File: config.mk
export PLATFORM = sky130hd
export DESIGN_NAME = fir_out_conditioner
export DESIGN_NICKNAME = d
export VERILOG_FILES = /design/src/rtl/fir_out_conditioner.sv
export SDC_FILE = /design/constraint.sdc
export NUM_CORES = 1
export LEC_CHECK = 0
export ABC_AREA = 1
export ABC_CLOCK_PERIOD_IN_PS = 5600
export BUFFER_PORTS_ARGS = -buffer_cell sky130_fd_sc_hd__buf_2
export CORE_UTILIZATION = 25
export DETAILED_ROUTE_END_ITERATION = 8
export GPL_ROUTABILITY_DRIVEN = 0
export HOLD_SLACK_MARGIN = 0.15
export PLACE_DENSITY_LB_ADDON = 0.1
export SLEW_MARGIN = 10
export SYNTH_ARGS = -nofsm -noshare
export SYNTH_HDL_FRONTEND = slang
export SYNTH_SLANG_ARGS = --single-unit
File: constraint.sdc
create_clock -name clk -period 5.6 [get_ports clk]
set_input_delay 0.56 -clock clk [delete_from_list [all_inputs] [get_ports clk]]
set_output_delay 0.56 -clock clk [all_outputs]
set_load 0.02 [all_outputs]
File: src/rtl/fir_out_conditioner.sv
// FIR output conditioner: decimate the accumulator stream, rescale each kept
// sample with a round-half-up arithmetic shift, saturate to the output width
// and buffer the result in a small first-word-fall-through FIFO.
module fir_out_conditioner #(
    parameter int IN_WIDTH   = 32,
    parameter int OUT_WIDTH  = 16,
    parameter int FRAC_SHIFT = 4,
    parameter int DECIM      = 2,
    parameter int FIFO_DEPTH = 4
) (
    input  logic                              clk,
    input  logic                              rst,
    input  logic                              in_valid,
    input  logic [IN_WIDTH-1:0]               in_data,
    input  logic                              out_ready,
    input  logic                              clr_ovf,
    output logic                              out_valid,
    output logic [OUT_WIDTH-1:0]              out_data,
    output logic                              overflow,
    output logic                              drop,
    output logic [$clog2(FIFO_DEPTH+1)-1:0]   fill
);

    // Phase counter needs at least one bit even when DECIM is 1.
    localparam int PH_W   = (DECIM > 1) ? $clog2(DECIM) : 1;
    localparam int PTR_W  = $clog2(FIFO_DEPTH);
    localparam int FILL_W = $clog2(FIFO_DEPTH + 1);

    localparam logic [PH_W-1:0]   PH_LAST = PH_W'(DECIM - 1);
    localparam logic [FILL_W-1:0] FILL_FULL = FILL_W'(FIFO_DEPTH);
    localparam logic [FILL_W-1:0] FILL_ONE  = FILL_W'(1);

    // Saturation bounds expressed in the one-bit-wider working precision.
    localparam logic signed [IN_WIDTH:0] SAT_MAX =
        (IN_WIDTH+1)'((64'sd1 <<< (OUT_WIDTH - 1)) - 64'sd1);
    localparam logic signed [IN_WIDTH:0] SAT_MIN = ~SAT_MAX;

    // ------------------------------------------------------------------
    // Decimation
    // ------------------------------------------------------------------
    logic [PH_W-1:0] phase;
    logic            keep;

    assign keep = in_valid && (phase == '0);

    // Phase advances only on valid input samples and wraps at DECIM-1.
    always_ff @(posedge clk or posedge rst) begin
        if (rst) begin
            phase <= '0;
        end else if (in_valid) begin
            if (phase == PH_LAST) begin
                phase <= '0;
            end else begin
                phase <= phase + PH_W'(1);
            end
        end
    end

    // ------------------------------------------------------------------
    // Rounding shift
    // ------------------------------------------------------------------
    logic signed [IN_WIDTH:0] ext;
    logic signed [IN_WIDTH:0] r;

    assign ext = {in_data[IN_WIDTH-1], in_data};

    generate
        if (FRAC_SHIFT == 0) begin : g_no_round
            assign r = ext;
        end else begin : g_round
            // Adding half an LSB before the floor shift gives round-half-up.
            localparam logic signed [IN_WIDTH:0] RND_HALF =
                (IN_WIDTH+1)'(1) << (FRAC_SHIFT - 1);
            assign r = (ext + RND_HALF) >>> FRAC_SHIFT;
        end
    endgenerate

    // ------------------------------------------------------------------
    // Saturation
    // ------------------------------------------------------------------
    logic [OUT_WIDTH-1:0] sat_val;
    logic                 sat_hit;

    // Clamp the rescaled value to the signed output range.
    always_comb begin
        sat_val = r[OUT_WIDTH-1:0];
        sat_hit = 1'b0;
        if (r > SAT_MAX) begin
            sat_val = SAT_MAX[OUT_WIDTH-1:0];
            sat_hit = 1'b1;
        end else if (r < SAT_MIN) begin
            sat_val = SAT_MIN[OUT_WIDTH-1:0];
            sat_hit = 1'b1;
        end
    end

    // ------------------------------------------------------------------
    // Stage S1 and sticky overflow
    // ------------------------------------------------------------------
    logic                 s1_valid;
    logic [OUT_WIDTH-1:0] s1_data;

    // Register the conditioned sample; s1_valid is a one-cycle strobe.
    always_ff @(posedge clk or posedge rst) begin
        if (rst) begin
            s1_valid <= 1'b0;
            s1_data  <= '0;
        end else begin
            s1_valid <= keep;
            if (keep) begin
                s1_data <= sat_val;
            end
        end
    end

    // Overflow is sticky; a new saturation beats a simultaneous clear.
    always_ff @(posedge clk or posedge rst) begin
        if (rst) begin
            overflow <= 1'b0;
        end else if (keep && sat_hit) begin
            overflow <= 1'b1;
        end else if (clr_ovf) begin
            overflow <= 1'b0;
        end
    end

    // ------------------------------------------------------------------
    // Output FIFO
    // ------------------------------------------------------------------
    logic [OUT_WIDTH-1:0] mem [FIFO_DEPTH];
    logic [PTR_W-1:0]     wr_ptr;
    logic [PTR_W-1:0]     rd_ptr;
    logic [PTR_W-1:0]     rd_next;
    logic                 full;
    logic                 empty;
    logic                 pop;
    logic                 push_ok;

    assign full      = (fill == FILL_FULL);
    assign empty     = (fill == '0);
    assign out_valid = ~empty;
    assign pop       = out_valid & out_ready;
    // A pop frees the slot in the same edge, so a full FIFO can still accept.
    assign push_ok   = s1_valid & (~full | pop);
    assign drop      = s1_valid & full & ~pop;
    assign rd_next   = rd_ptr + PTR_W'(1);

    // Storage array; no reset needed since occupancy gates every read.
    always_ff @(posedge clk) begin
        if (push_ok) begin
            mem[wr_ptr] <= s1_data;
        end
    end

    // Pointer and occupancy bookkeeping.
    always_ff @(posedge clk or posedge rst) begin
        if (rst) begin
            wr_ptr <= '0;
            rd_ptr <= '0;
            fill   <= '0;
        end else begin
            if (push_ok) begin
                wr_ptr <= wr_ptr + PTR_W'(1);
            end
            if (pop) begin
                rd_ptr <= rd_next;
            end
            case ({push_ok, pop})
                2'b10:   fill <= fill + FILL_W'(1);
                2'b01:   fill <= fill - FILL_W'(1);
                default: fill <= fill;
            endcase
        end
    end

    // Registered head: next entry after a pop, the incoming sample when the
    // FIFO is (or becomes) empty, otherwise hold so data stays stable.
    always_ff @(posedge clk or posedge rst) begin
        if (rst) begin
            out_data <= '0;
        end else if (pop && (fill > FILL_ONE)) begin
            out_data <= mem[rd_next];
        end else if (push_ok && (empty || (pop && (fill == FILL_ONE)))) begin
            out_data <= s1_data;
        end
    end

endmodule

==> key figures <==
Placed design
  – Number of placed instances, taps included: 901
  – Port buffer count: 55
  – Detail Placement HPWL: 9.15 mm
  – DP Area: 5870 sq um
  – Dpl ws: 2.85 ns

STA
  – Slew Viols, Final: 0
  – Final worst slack: 3.02 ns
  – Max Clk Rate: 388 MHz
  – Min Tclk post-route: 2.58 ns
  – Final Hold Viols: 0
  – Slew at the pin with the worst max-slew slack: 1.03 ns
  – Max transition margin: 31.1%
  – RSZ-0062 raised after global routing: no
  – Fin Clk Skew: 0.00903 ns
  – Setup violations, final: 0
  – Crit share post-route: 46.1%
  – Post-Route Setup TNS: 0 ns

Floorplanning
  – I/O pin count: 59
  – Initial Util: 25.9%
  – Core box area: 20500 sq um
  – Die H: 148 microns
  – Die area: 21800 sq um
  – Die W: 148 microns
  – Num rows: 52

Status
  – Status: completed

Cells and area
  – # diodes: 0
  – Commonest non-fill, non-tap cell in the layout: nand2_1
  – Share of layout cells above drive strength 1: 16.5%
  – # fillers: 2202
  – Post-route design area: 6200 sq um
  – Non-Filler Instances: 917
  – Layout net count: 689
  – Area growth from synthesis to layout: 16.8%
  – Most frequent cells in the layout: nand2_1 (191), nor2_1 (66), edfxtp_1 (64)

Clocking
  – CTS clk-pin slew, worst paths: 0.07 ns
  – CTS Buf Count: 9
  – Worst-Skew Late Latency: 0.35 ns
  – Clock Root Buffer: clkbuf_16
  – # resized after CTS: 0
  – Clock sinks: 106
  – CTS Hold Bufs: 0
  – Post-CTS Repair Setup Buffers: 0
  – Clock Path Buffers: 2
  – H-Tree Depth: 3
  – CTS tree: built

Detailed routing
  – Initial detailed-routing violation count: 191
  – WL/cell: 14.3 microns
  – Post-route ant nets: 0
  – Vias per cell: 4.37
  – Post-Route WL: 13.1 mm
  – DR vias: 4007
  – DR pass1 iterations: 4
  – Drc violations: 0

Global routing
  – Vias in the first global route: 3782
  – Largest net degree at the start of global routing: 43
  – Total GRT Usage: 12.6%
  – Initial antenna violation count: 0
  – Global-route wire length before repair: 20.7 mm
  – Grt ovf: 0

Worst setup path
  – Critical path class: flop to flop
  – WP data required: 5.87 ns
  – Critical path peak fanout: 32
  – Type of origin of the critical path: flop
  – Arr. time, crit path: 2.85 ns
  – Worst Setup End Kind: flop

Synthesis
  – Yosys reg bits: 106
  – Syn_area_per_cell: 8.98 sq um
  – Ys Warns: 0
  – Syn Nets: 638
  – Sequential share of the synthesized area: 56.0%
  – Syn Std Cell Area: 5310 sq um
  – Syn Inst Count: 591
  – Unique masters post-synth: 23

Flow run
  – Max-cap violations: 0

Pwr
  – VDD IR max: 0.153 mV
  – PD cells: 443 nW/um^2
  – P_leak: 2.49 nW

Worst hold path
  – Hold WC Path Type: input port to flop
## cell families after synthesis
group / synth area share, %
AO/OA/AOI/OAI: 8.79
XOR/XNOR: 3.30
adder cells (fa/ha/maj): 2.36
buffers and inverters: 4.46
flip-flops: 56.0
AND/OR/NAND/NOR: 25.1
## critical path: stages, from the launching register on
cell     delay, ns
dfrtp_1       0.43
inv_1         0.11
ha_1          0.23
nand2_1       0.11
nand2_1       0.09
inv_1         0.13
nand3_1       0.11
inv_1         0.75
o21ai_0       0.31
o21ai_0       0.21
## sequential cells by signal, indices dropped and copies added (netlist names)
name	cells
mem	64
out_data	16
s1_data	16
fill	3
rd_ptr	2
wr_ptr	2
overflow	1
phase	1
s1_valid	1
## worst paths after layout
| kind | start | endpoint | slack (ns) | depth (start not counted) |
|---|---|---|---|---|
| max in group asynchronous | rst | rd_ptr[0] | 4.58 | 2 |
| hold / removal | clr_ovf | overflow | 0.39 | 2 |
| min in group asynchronous | rst | out_data[15] | 0.43 | 2 |
| setup / recovery | fill[0] | out_data[11] | 3.02 | 9 |
| hold reg to reg | out_data[2] | out_data[2] | 0.47 | 2 |
| setup reg to reg | fill[0] | out_data[11] | 3.02 | 9 |
## routing by layer
layer | share of wire, % | wire length [microns] | GRT usage, %
met1 | 49 | 6400 | 16.8
met2 | 45 | 5950 | 20.2
met3 | 3.6 | 470 | 2.04
met4 | 2.2 | 283 | 5.67
met5 | 0 | 0 | 0
## synthesized netlist by cell type
library cell / n / share of area (%)
buf_6: 2 / 0.42
xor2_1: 11 / 1.8
xnor2_1: 9 / 1.5
or2_1: 1 / 0.12
edfxtp_1: 64 / 36
nor2_2: 7 / 0.83
nand3b_1: 10 / 1.4
nor2_4: 4 / 0.85
inv_1: 42 / 3.0
a21oi_2: 10 / 1.7
o21ai_0: 48 / 4.5
o211ai_1: 11 / 1.6
ha_1: 10 / 2.4
clkbuf_1: 14 / 0.99
nand3_1: 28 / 2.6
o21ai_1: 1 / 0.094
nand2_2: 6 / 0.71
nor2_1: 71 / 5.0
a21oi_4: 1 / 0.31
buf_1: 1 / 0.071
dfrtp_1: 42 / 20
a21oi_1: 7 / 0.66
nand2_1: 191 / 14
## metrics by stage
stage / power [mW] / utilization [%] / hold WS, ns
5_1_grt: 2.95 / 30.2 / 0.385
2_1_floorplan: 1.77 / - / 0.451
3_5_place_dp: 2.10 / 28.6 / 0.463
6_report: 2.74 / 30.2 / 0.390
4_1_cts: 2.80 / 30.2 / 0.381
3_3_place_gp: 2.08 / 28.6 / 0.461
## report_power, final
part / leakage, nW / switching (mW) / total, mW / internal (mW)
sequential: 1.05 / 0.126 / 1.16 / 1.03
combinational: 1.28 / 0.613 / 0.892 / 0.279
clock: 0.156 / 0.296 / 0.692 / 0.396
total: 2.49 / 1.04 / 2.74 / 1.71
## layout make-up
class	count	area, sq um	area share, %
multi-input combinational	426	2110	34.1
clock inverter	7	103	1.66
timing repair buffer	57	290	4.68
clock buffer	9	225	3.63
inverter	42	158	2.54
sequential	106	2970	48.0
tap	270	338	5.45
Power figures use the tool's default switching activity.
